===== src/rtl/frogger_vga_if.sv =====
// Pixel/colour handshake between the Frogger renderer and the VGA timing block.
// The VGA block is the master: it drives the raster position and sync/colour outputs and reads the palette index.
interface frogger_vga_if;
  logic [0:5] colorcode;
  logic [9:0] DrawX;
  logic [9:0] DrawY;
  logic       VGA_CLK;
  logic       VGA_HS;
  logic       VGA_VS;
  logic       VGA_BLANK_N;
  logic [7:0] VGA_R;
  logic [7:0] VGA_G;
  logic [7:0] VGA_B;
  logic       frame_start;

  modport master (
    input  colorcode,
    output DrawX, DrawY, VGA_CLK, VGA_HS, VGA_VS, VGA_BLANK_N,
    output VGA_R, VGA_G, VGA_B, frame_start
  );

  modport slave (
    output colorcode,
    input  DrawX, DrawY, VGA_CLK, VGA_HS, VGA_VS, VGA_BLANK_N,
    input  VGA_R, VGA_G, VGA_B, frame_start
  );
endinterface


===== src/rtl/frogger_vga_out.sv =====
// 640x480@60 VGA raster generator with the Frogger 15-entry palette.
// It runs on the 50 MHz clock and uses a divide-by-two pixel enable; all outputs are registered with one pixel of latency.
module frogger_vga_out #(
  parameter int V_VISIBLE    = 480,
  parameter int V_SYNC_START = 490,
  parameter int V_SYNC_END   = 491,
  parameter int V_TOTAL      = 525
) (
  input  logic          Clk,
  input  logic          Reset,
  frogger_vga_if.master vga
);

  localparam logic [9:0] H_VIS = 10'd640;
  localparam logic [9:0] H_SS  = 10'd656;
  localparam logic [9:0] H_SE  = 10'd751;
  localparam logic [9:0] H_MAX = 10'd799;
  localparam logic [9:0] V_VIS = 10'(V_VISIBLE);
  localparam logic [9:0] V_SS  = 10'(V_SYNC_START);
  localparam logic [9:0] V_SE  = 10'(V_SYNC_END);
  localparam logic [9:0] V_MAX = 10'(V_TOTAL - 1);

  logic        pix_en_q;
  logic [9:0]  hcount_q, hcount_d;
  logic [9:0]  vcount_q, vcount_d;
  logic        hs_q, hs_d;
  logic        vs_q, vs_d;
  logic        blank_n_q, blank_n_d;
  logic        fs_q, fs_d;
  logic [23:0] rgb_q, rgb_d;
  logic        visible;

  function automatic logic [23:0] palette(input logic [5:0] idx);
    case (idx)
      6'd0:    palette = 24'hFFFFFF;
      6'd1:    palette = 24'h000000;
      6'd2:    palette = 24'h27B212;
      6'd3:    palette = 24'hD80222;
      6'd4:    palette = 24'h5DB1F0;
      6'd5:    palette = 24'hF1FF0A;
      6'd6:    palette = 24'hB2B2B0;
      6'd7:    palette = 24'hF27A00;
      6'd8:    palette = 24'h663300;
      6'd9:    palette = 24'h8600B3;
      6'd10:   palette = 24'h000066;
      6'd11:   palette = 24'hFFFFFF;
      6'd12:   palette = 24'h70F248;
      6'd13:   palette = 24'h404040;
      6'd14:   palette = 24'hFFA64D;
      default: palette = 24'h000000;
    endcase
  endfunction

  always_comb begin
    visible   = (hcount_q < H_VIS) && (vcount_q < V_VIS);
    hcount_d  = hcount_q;
    vcount_d  = vcount_q;
    hs_d      = hs_q;
    vs_d      = vs_q;
    blank_n_d = blank_n_q;
    rgb_d     = rgb_q;
    fs_d      = 1'b0;
    if (pix_en_q) begin
      // >= rather than == so a corrupted counter still recovers to 0
      hcount_d = (hcount_q >= H_MAX) ? 10'd0 : hcount_q + 10'd1;
      if (hcount_q >= H_MAX)
        vcount_d = (vcount_q >= V_MAX) ? 10'd0 : vcount_q + 10'd1;
      hs_d      = !((hcount_q >= H_SS) && (hcount_q <= H_SE));
      vs_d      = !((vcount_q >= V_SS) && (vcount_q <= V_SE));
      blank_n_d = visible;
      rgb_d     = visible ? palette(vga.colorcode) : 24'h000000;
      fs_d      = (hcount_q == H_MAX) && (vcount_q == V_VIS - 10'd1);
    end
  end

  always_ff @(posedge Clk or posedge Reset) begin
    if (Reset) begin
      pix_en_q  <= 1'b0;
      hcount_q  <= '0;
      vcount_q  <= '0;
      hs_q      <= 1'b1;
      vs_q      <= 1'b1;
      blank_n_q <= 1'b0;
      rgb_q     <= '0;
      fs_q      <= 1'b0;
    end else begin
      pix_en_q  <= !pix_en_q;
      hcount_q  <= hcount_d;
      vcount_q  <= vcount_d;
      hs_q      <= hs_d;
      vs_q      <= vs_d;
      blank_n_q <= blank_n_d;
      rgb_q     <= rgb_d;
      fs_q      <= fs_d;
    end
  end

  assign vga.DrawX       = hcount_q;
  assign vga.DrawY       = vcount_q;
  assign vga.VGA_CLK     = pix_en_q;
  assign vga.VGA_HS      = hs_q;
  assign vga.VGA_VS      = vs_q;
  assign vga.VGA_BLANK_N = blank_n_q;
  assign vga.VGA_R       = rgb_q[23:16];
  assign vga.VGA_G       = rgb_q[15:8];
  assign vga.VGA_B       = rgb_q[7:0];
  assign vga.frame_start = fs_q;

endmodule


===== src/flat_wrapper.sv =====
// flat-port wrapper written by rule: the top's interface ports become plain ports
module frogger_vga_out_flat 
#(
  parameter int V_VISIBLE    = 480,
  parameter int V_SYNC_START = 490,
  parameter int V_SYNC_END   = 491,
  parameter int V_TOTAL      = 525
)
  (Clk, Reset, vga_colorcode, vga_DrawX, vga_DrawY, vga_VGA_CLK, vga_VGA_HS, vga_VGA_VS, vga_VGA_BLANK_N, vga_VGA_R, vga_VGA_G, vga_VGA_B, vga_frame_start);
  frogger_vga_if vga_i ();
  input  logic Clk;
  input  logic Reset;
  input wire logic [$bits(vga_i.colorcode)-1:0] vga_colorcode;
  output wire logic [$bits(vga_i.DrawX)-1:0] vga_DrawX;
  output wire logic [$bits(vga_i.DrawY)-1:0] vga_DrawY;
  output wire logic [$bits(vga_i.VGA_CLK)-1:0] vga_VGA_CLK;
  output wire logic [$bits(vga_i.VGA_HS)-1:0] vga_VGA_HS;
  output wire logic [$bits(vga_i.VGA_VS)-1:0] vga_VGA_VS;
  output wire logic [$bits(vga_i.VGA_BLANK_N)-1:0] vga_VGA_BLANK_N;
  output wire logic [$bits(vga_i.VGA_R)-1:0] vga_VGA_R;
  output wire logic [$bits(vga_i.VGA_G)-1:0] vga_VGA_G;
  output wire logic [$bits(vga_i.VGA_B)-1:0] vga_VGA_B;
  output wire logic [$bits(vga_i.frame_start)-1:0] vga_frame_start;
  assign vga_i.colorcode = vga_colorcode;
  assign vga_DrawX = vga_i.DrawX;
  assign vga_DrawY = vga_i.DrawY;
  assign vga_VGA_CLK = vga_i.VGA_CLK;
  assign vga_VGA_HS = vga_i.VGA_HS;
  assign vga_VGA_VS = vga_i.VGA_VS;
  assign vga_VGA_BLANK_N = vga_i.VGA_BLANK_N;
  assign vga_VGA_R = vga_i.VGA_R;
  assign vga_VGA_G = vga_i.VGA_G;
  assign vga_VGA_B = vga_i.VGA_B;
  assign vga_frame_start = vga_i.frame_start;
  frogger_vga_out #(.V_VISIBLE(V_VISIBLE), .V_SYNC_START(V_SYNC_START), .V_SYNC_END(V_SYNC_END), .V_TOTAL(V_TOTAL)) u_core (.Clk(Clk), .Reset(Reset), .vga(vga_i));
endmodule

===== config.mk =====
export PLATFORM = sky130hd
export DESIGN_NAME = frogger_vga_out_flat
export DESIGN_NICKNAME = d
export VERILOG_FILES = /design/src/rtl/frogger_vga_if.sv /design/src/rtl/frogger_vga_out.sv /design/src/flat_wrapper.sv
export SDC_FILE = /design/constraint.sdc
export NUM_CORES = 1
export LEC_CHECK = 0
export CAP_MARGIN = 20
export CORE_ASPECT_RATIO = 1.25
export CORE_MARGIN = 4
export CORE_UTILIZATION = 55
export DETAILED_ROUTE_END_ITERATION = 8
export GPL_ROUTABILITY_DRIVEN = 0
export GPL_TIMING_DRIVEN = 1
export PLACE_DENSITY = 0.94
export SLEW_MARGIN = 20
export SYNTH_ARGS = -nofsm -noshare
export SYNTH_HDL_FRONTEND = slang
export SYNTH_SLANG_ARGS = --single-unit

===== constraint.sdc =====
create_clock -name Clk -period 5.7 [get_ports Clk]
set_input_delay 0.855 -clock Clk [delete_from_list [all_inputs] [get_ports Clk]]
set_output_delay 0.855 -clock Clk [all_outputs]
set_load 0.1 [all_outputs]

# Word level (Yosys, flattened, before mapping)
# Memory sizes are Yosys's and may differ from the RTL's.
# Index checks and enable logic that the tools add are counted.
[word_totals]
reg_bits = 49
memories = 1
mem_bits_ro = 384
inputBits = 8
output_inout_bits = 49
elab_cells = 35
[mem_list]
columns = ["name", "depth", "word_bits", "rd", "rd_ports_with_merged_regs", "wr", "line_no", "rtl"]
rows = [
  ["(no name shown)", 16, 24, 1, 0, 0, "frogger_vga_out.sv:34", "case (idx)"],
]
[op_classes]
eq_ne = 2
add_sub_neg = 2
reduce_logical = 9
n_lt_le_gt_ge = 8
muxes = 5
[op_table]
columns = ["operator", "n"]
rows = [
  ["24-bit two-way mux", 2],
  ["10-bit >= comparator, second input constant", 3],
  ["10-bit by 1-bit adder with 10-bit output, second input constant", 2],
  ["10-bit two-way mux", 2],
  ["10-bit equality test, second input constant", 1],
  ["10-bit by 9-bit equality test with 1-bit output, second input constant", 1],
  ["10-bit by 9-bit >= comparator with 1-bit output, second input constant", 1],
  ["10-bit <= comparator, second input constant", 1],
  ["10-bit by 9-bit <= comparator with 1-bit output, second input constant", 1],
  ["10-bit < comparator, second input constant", 1],
  ["10-bit by 9-bit < comparator with 1-bit output, second input constant", 1],
  ["1-bit logical AND", 4],
  ["1-bit logical NOT", 3],
  ["2-bit logical NOT", 1],
  ["2-bit AND reduction", 1],
  ["1-bit two-way mux", 1],
]

# Longest topological paths before layout
[depth]
depth_word = 3
depth_mapped = 7
mapped_depth_nobuf = 6

# Worst setup path before layout
# OpenSTA, ideal clock, no wires.
[synth_path]
path_type = "reg-to-reg"
start = "register u_core.pix_en_q (netlist: u_core.vga.VGA_CLK)"
end = "register u_core.rgb_q[21]"
n_path_buf = 2
slack_ns = 3.149
setup_ns = 0.078
synth_period_minus_slack_ns = 2.551
t_arrival_ns = 2.473
required_ns = 5.622
stages_incl_launch_ff = 7
path_cell_list = "dfrtp_1 buf_4 or4b_1 or3_1 clkbuf_2 a221o_1 o2bb2ai_1"
[synth_lines]
columns = ["element", "line_no", "rtl"]
rows = [
  ["from (decl)", "frogger_vga_out.sv:23", "logic pix_en_q;"],
  ["from (signal assigned)", "frogger_vga_out.sv:87", "pix_en_q <= !pix_en_q;"],
  ["to (signal assigned)", "frogger_vga_out.sv:93", "rgb_q <= rgb_d;"],
  ["to (decl)", "frogger_vga_out.sv:30", "logic [23:0] rgb_q, rgb_d;"],
]

# Final worst setup path
[layout_path]
start = "register u_core.pix_en_q (netlist: u_core.vga.VGA_CLK)"
end = "output port vga_VGA_CLK"
[layout_lines]
columns = ["element", "line_no", "rtl"]
rows = [
  ["to (decl)", "flat_wrapper.sv:16", "output wire logic [$bits(vga_i.VGA_CLK)-1:0] vga_VGA_CLK;"],
]
# No word-level cell between the ends.

==> impl_metrics.prom <==
# TYPE chip_impl_metric gauge
chip_impl_info{name="status",value="finished clean"} 1
chip_impl_metric{name="die_area",unit="um^2"} 5982
chip_impl_metric{name="timing.hold.worst_path_depth",unit=""} 2
chip_impl_metric{name="cp_num_cells",unit=""} 1
chip_impl_metric{name="max_cap_violation_count",unit=""} 0
chip_impl_metric{name="pwr-share-clk",unit=""} 0.370
chip_impl_metric{name="postSynth.asyncResetShare",unit=""} 1.000
chip_impl_metric{name="dpl_worst_slack",unit="ns"} 2.674
chip_impl_metric{name="cts.reportedPaths.clkPinSlew",unit="ns"} 0.09
chip_impl_metric{name="post_drt_wl_per_cell",unit="um"} 17.46
chip_impl_metric{name="yosysWarnings",unit=""} 0
chip_impl_metric{name="syn_area",unit="um^2"} 2641
chip_impl_metric{name="timing.critical_path.arrival",unit="ns"} 2.26
chip_impl_metric{name="post_synth_inst_count",unit=""} 274
chip_impl_metric{name="postCtsSetupRepairBufs",unit=""} 0
chip_impl_metric{name="postLayoutSetupSlackWorst",unit="ns"} 2.584
chip_impl_metric{name="relSlewSlack",unit=""} 0.3312
chip_impl_metric{name="synth_nets",unit=""} 294
chip_impl_metric{name="ff2ff_setup_slack",unit="ns"} 3.34
chip_impl_metric{name="pin_count",unit=""} 57
chip_impl_metric{name="layout-area-overhead-vs-synth",unit="%"} 27.19
chip_impl_metric{name="finalCritPeriodShare",unit=""} 0.5467
chip_impl_metric{name="numCtsBuffers",unit=""} 5
chip_impl_metric{name="final_net_count",unit=""} 344
chip_impl_metric{name="setup_viol",unit=""} 0
chip_impl_metric{name="die_x",unit="um"} 69.98
chip_impl_info{name="path_class",value="reg -> out"} 1
chip_impl_metric{name="track_usage",unit=""} 0.2363
chip_impl_metric{name="dr.pass1.iters",unit=""} 5
chip_impl_metric{name="min_period",unit="ns"} 3.116
chip_impl_metric{name="grt_pass1_vias",unit=""} 2385
chip_impl_info{name="critical_path.endpoint_type",value="output port"} 1
chip_impl_metric{name="globalRoute.totalOverflow",unit=""} 0
chip_impl_metric{name="port-buffer-count",unit=""} 56
chip_impl_metric{name="synth.yosys.seq_area_share",unit=""} 0.4652
chip_impl_metric{name="number_of_enable_type_register_cells_in_the_synthesized_netlist",unit=""} 0
chip_impl_metric{name="crit_required",unit="ns"} 4.85
chip_impl_info{name="path_cells",value="clkdlybuf4s50_1"} 1
chip_impl_metric{name="row_count",unit=""} 27
chip_impl_info{name="ctsRootBufferMaster",value="clkbuf_8"} 1
chip_impl_info{name="synthDominantAreaCellType",value="dfrtp_1"} 1
chip_impl_metric{name="internal-power",unit="uW"} 563.4
chip_impl_metric{name="cts_repair_resize_count",unit=""} 0
chip_impl_metric{name="fillCellCount",unit=""} 341
chip_impl_metric{name="drc",unit=""} 0
chip_impl_metric{name="power.switching",unit="uW"} 225.4
chip_impl_metric{name="pin_count_of_the_biggest_net_entering_global_routing",unit=""} 50
chip_impl_metric{name="p_seq_frac",unit=""} 0.457
chip_impl_metric{name="detailedPlacementHpwl",unit="um"} 4605
chip_impl_info{name="timing.critical_path.slowest_stage_cell",value="clkdlybuf4s50_1"} 1
chip_impl_metric{name="post-route-util",unit=""} 0.7421
chip_impl_metric{name="cts-root-to-sink-buffers",unit=""} 2
chip_impl_metric{name="vdd_drop_max",unit="mV"} 0.1388
chip_impl_metric{name="clkLatencyLatePin",unit="ns"} 0.30
chip_impl_metric{name="critical_path_fanouts_max",unit=""} 18
chip_impl_metric{name="coreArea",unit="um^2"} 4527
chip_impl_metric{name="power.share.switching",unit=""} 0.2857
chip_impl_metric{name="power.leakage",unit="nW"} 1.434
chip_impl_info{name="path_delay_family",value="buffers and inverters"} 1
chip_impl_metric{name="synthDistinctLibCells",unit=""} 46
chip_impl_info{name="synth-main-ff-cell",value="dfrtp_1"} 1
chip_impl_metric{name="htree_levels",unit=""} 2
chip_impl_metric{name="routed-via-count",unit=""} 2373
chip_impl_metric{name="drt-initial-drc-count",unit=""} 278
chip_impl_metric{name="hold_viol_final",unit=""} 0
chip_impl_metric{name="postSynthAreaPerCell",unit="um^2"} 9.640
chip_impl_metric{name="drtAntennaViolNets",unit=""} 0
chip_impl_metric{name="fin_tns_setup",unit="ns"} 0
chip_impl_metric{name="slowest_delay",unit="ns"} 1.24
chip_impl_info{name="worstSetupStartpointType",value="register"} 1
chip_impl_metric{name="timing.fmax",unit="MHz"} 320.9
chip_impl_info{name="rsz0062_at_grt",value="no"} 1
chip_impl_metric{name="route.detailed.vias_per_inst",unit=""} 6.196
chip_impl_metric{name="worst_slew_pin_slew",unit="ns"} 1.000
chip_impl_metric{name="synth-seq-cells",unit=""} 49
chip_impl_metric{name="die_h",unit="um"} 85.48
chip_impl_metric{name="powerDensity",unit="nW/um^2"} 234.8
chip_impl_metric{name="cts_hold_repair.buffers",unit=""} 0
chip_impl_info{name="cts_tree",value="yes"} 1
chip_impl_metric{name="num_antenna_cells",unit=""} 0
chip_impl_metric{name="synthDominantCellAreaShare",unit=""} 0.4453
chip_impl_metric{name="timing.critical_path.buf_inv",unit=""} 1
chip_impl_info{name="final_cell_mix",value="56 x clkdlybuf4s50_1, 47 x dfrtp_1, 21 x o2bb2ai_1, 20 x nand2_1, 19 x a21oi_1"} 1
chip_impl_info{name="mostFrequentLayoutCell",value="clkdlybuf4s50_1"} 1
chip_impl_metric{name="r2r.worst_path.cells",unit=""} 4
chip_impl_info{name="synthTopCellsByArea",value="dfrtp_1 45%, o2bb2ai_1 7.0%, ha_1 5.7%"} 1
chip_impl_metric{name="floorplan.initialDensity",unit=""} 0.5835
chip_impl_metric{name="tritoncts_num_sinks",unit=""} 49
chip_impl_metric{name="final_layout_size_suffix_gt1_frac",unit=""} 0.04615
chip_impl_metric{name="initial_antenna_violation_count",unit=""} 0
chip_impl_metric{name="wirelength",unit="um"} 6689
chip_impl_metric{name="grt_pass1_wl",unit="um"} 11430
chip_impl_info{name="timing.hold.worst.class",value="reg -> reg"} 1
chip_impl_metric{name="share_comb_of_total_power",unit=""} 0.173
chip_impl_metric{name="final.setup_skew",unit="ns"} 0.004970
chip_impl_metric{name="timing.final.max_slew_violations",unit=""} 0
final timing paths:
| kind | start | to |
|---|---|---|
| setup / recovery | u_core.vga.VGA_CLK | vga_VGA_CLK |
| hold / removal | u_core.vga.VGA_HS | u_core.vga.VGA_HS |
| setup reg to reg | u_core.vga.VGA_CLK | u_core.vga.DrawY[1] |
| hold reg to reg | u_core.vga.VGA_HS | u_core.vga.VGA_HS |
| max in group asynchronous | Reset | u_core.rgb_q[8] |
| min in group asynchronous | Reset | u_core.rgb_q[17] |
stage by stage:
step / power, mW / cells / cell area (um^2) / hold slack, ns
after detailed placement: 0.5023 / 375 / 3224 / 0.4762
after global placement: 0.4999 / 375 / 3224 / 0.4706
after CTS: 0.7911 / 383 / 3358 / 0.4982
after global routing: 0.8184 / 383 / 3359 / 0.5164
final: 0.7887 / 383 / 3359 / 0.4967
after floorplan: 0.4665 / 274 / 2641 / 0.7085
worst reg2reg max path, cell delays in order (launching register included):
cell and delay (ns):
dfrtp_1 0.71, inv_1 0.56, a211o_1 0.51, nor2_1 0.32, a22o_1 0.19
routing by layer:
metal	track usage	up-vias	wire [um]
li1	-	1110	-
met1	0.2859	1122	2756
met2	0.4007	118	3330
met3	0.05450	23	389
met4	0.1045	0	212
met5	0	-	0
cell type report:
class / count / area, um^2 / area share
Clock inverter: 3 / 65.06 / 0.01937
Tap cell: 58 / 72.57 / 0.02160
Multi-Input combinational cell: 197 / 1303 / 0.3877
Inverter: 14 / 53.80 / 0.01601
Clock buffer: 5 / 68.82 / 0.02048
Sequential cell: 49 / 1229 / 0.3657
Timing Repair Buffer: 57 / 568.0 / 0.1691
cell families after synthesis:
group,count (synthesis),share of synthesized area
xor+xnor,3,0.009950
compound gates,89,0.2359
mux,4,0.01611
simple gates,89,0.1743
flops,49,0.4652
fa+ha+maj,12,0.05684
buf+inv,28,0.04168
sequential cells by signal, indices dropped and copies added, names as in the netlist:
register / count
u_core.rgb_q: 24
u_core.vga.frame_start: 1
u_core.vga.VGA_VS: 1
u_core.vga.VGA_CLK: 1
u_core.vga.VGA_HS: 1
u_core.vga.VGA_BLANK_N: 1
u_core.vga.DrawY: 10
u_core.vga.DrawX: 10
power by group through the flow:
stage | registers, mW | clock network (mW) | logic [mW]
6_report | 0.360 | 0.292 | 0.136
5_1_grt | 0.362 | 0.313 | 0.144
4_1_cts | 0.361 | 0.294 | 0.136
3_5_place_dp | 0.367 | 0 | 0.135
3_3_place_gp | 0.367 | 0 | 0.133
2_1_floorplan | 0.426 | 0 | 0.0400
Yosys cell counts (all sizes together) (2+ instances only):
cell	number
nand2b	7
o2bb2ai	21
or3	3
dfstp	2
nor2b	4
nor2	16
a31oi	3
o31ai	2
dfrtp	47
a21boi	3
o22ai	3
and4	2
a21oi	19
nand3	7
o21a	2
nor3	13
clkbuf	12
o21ai	15
nand4	3
xor2	3
ha	12
inv	14
nor4	2
and3	8
buf	2
a21o	4
mux2i	2
nand2	20
mux2	2
a22o	9
(Power assumes the default switching activity.)
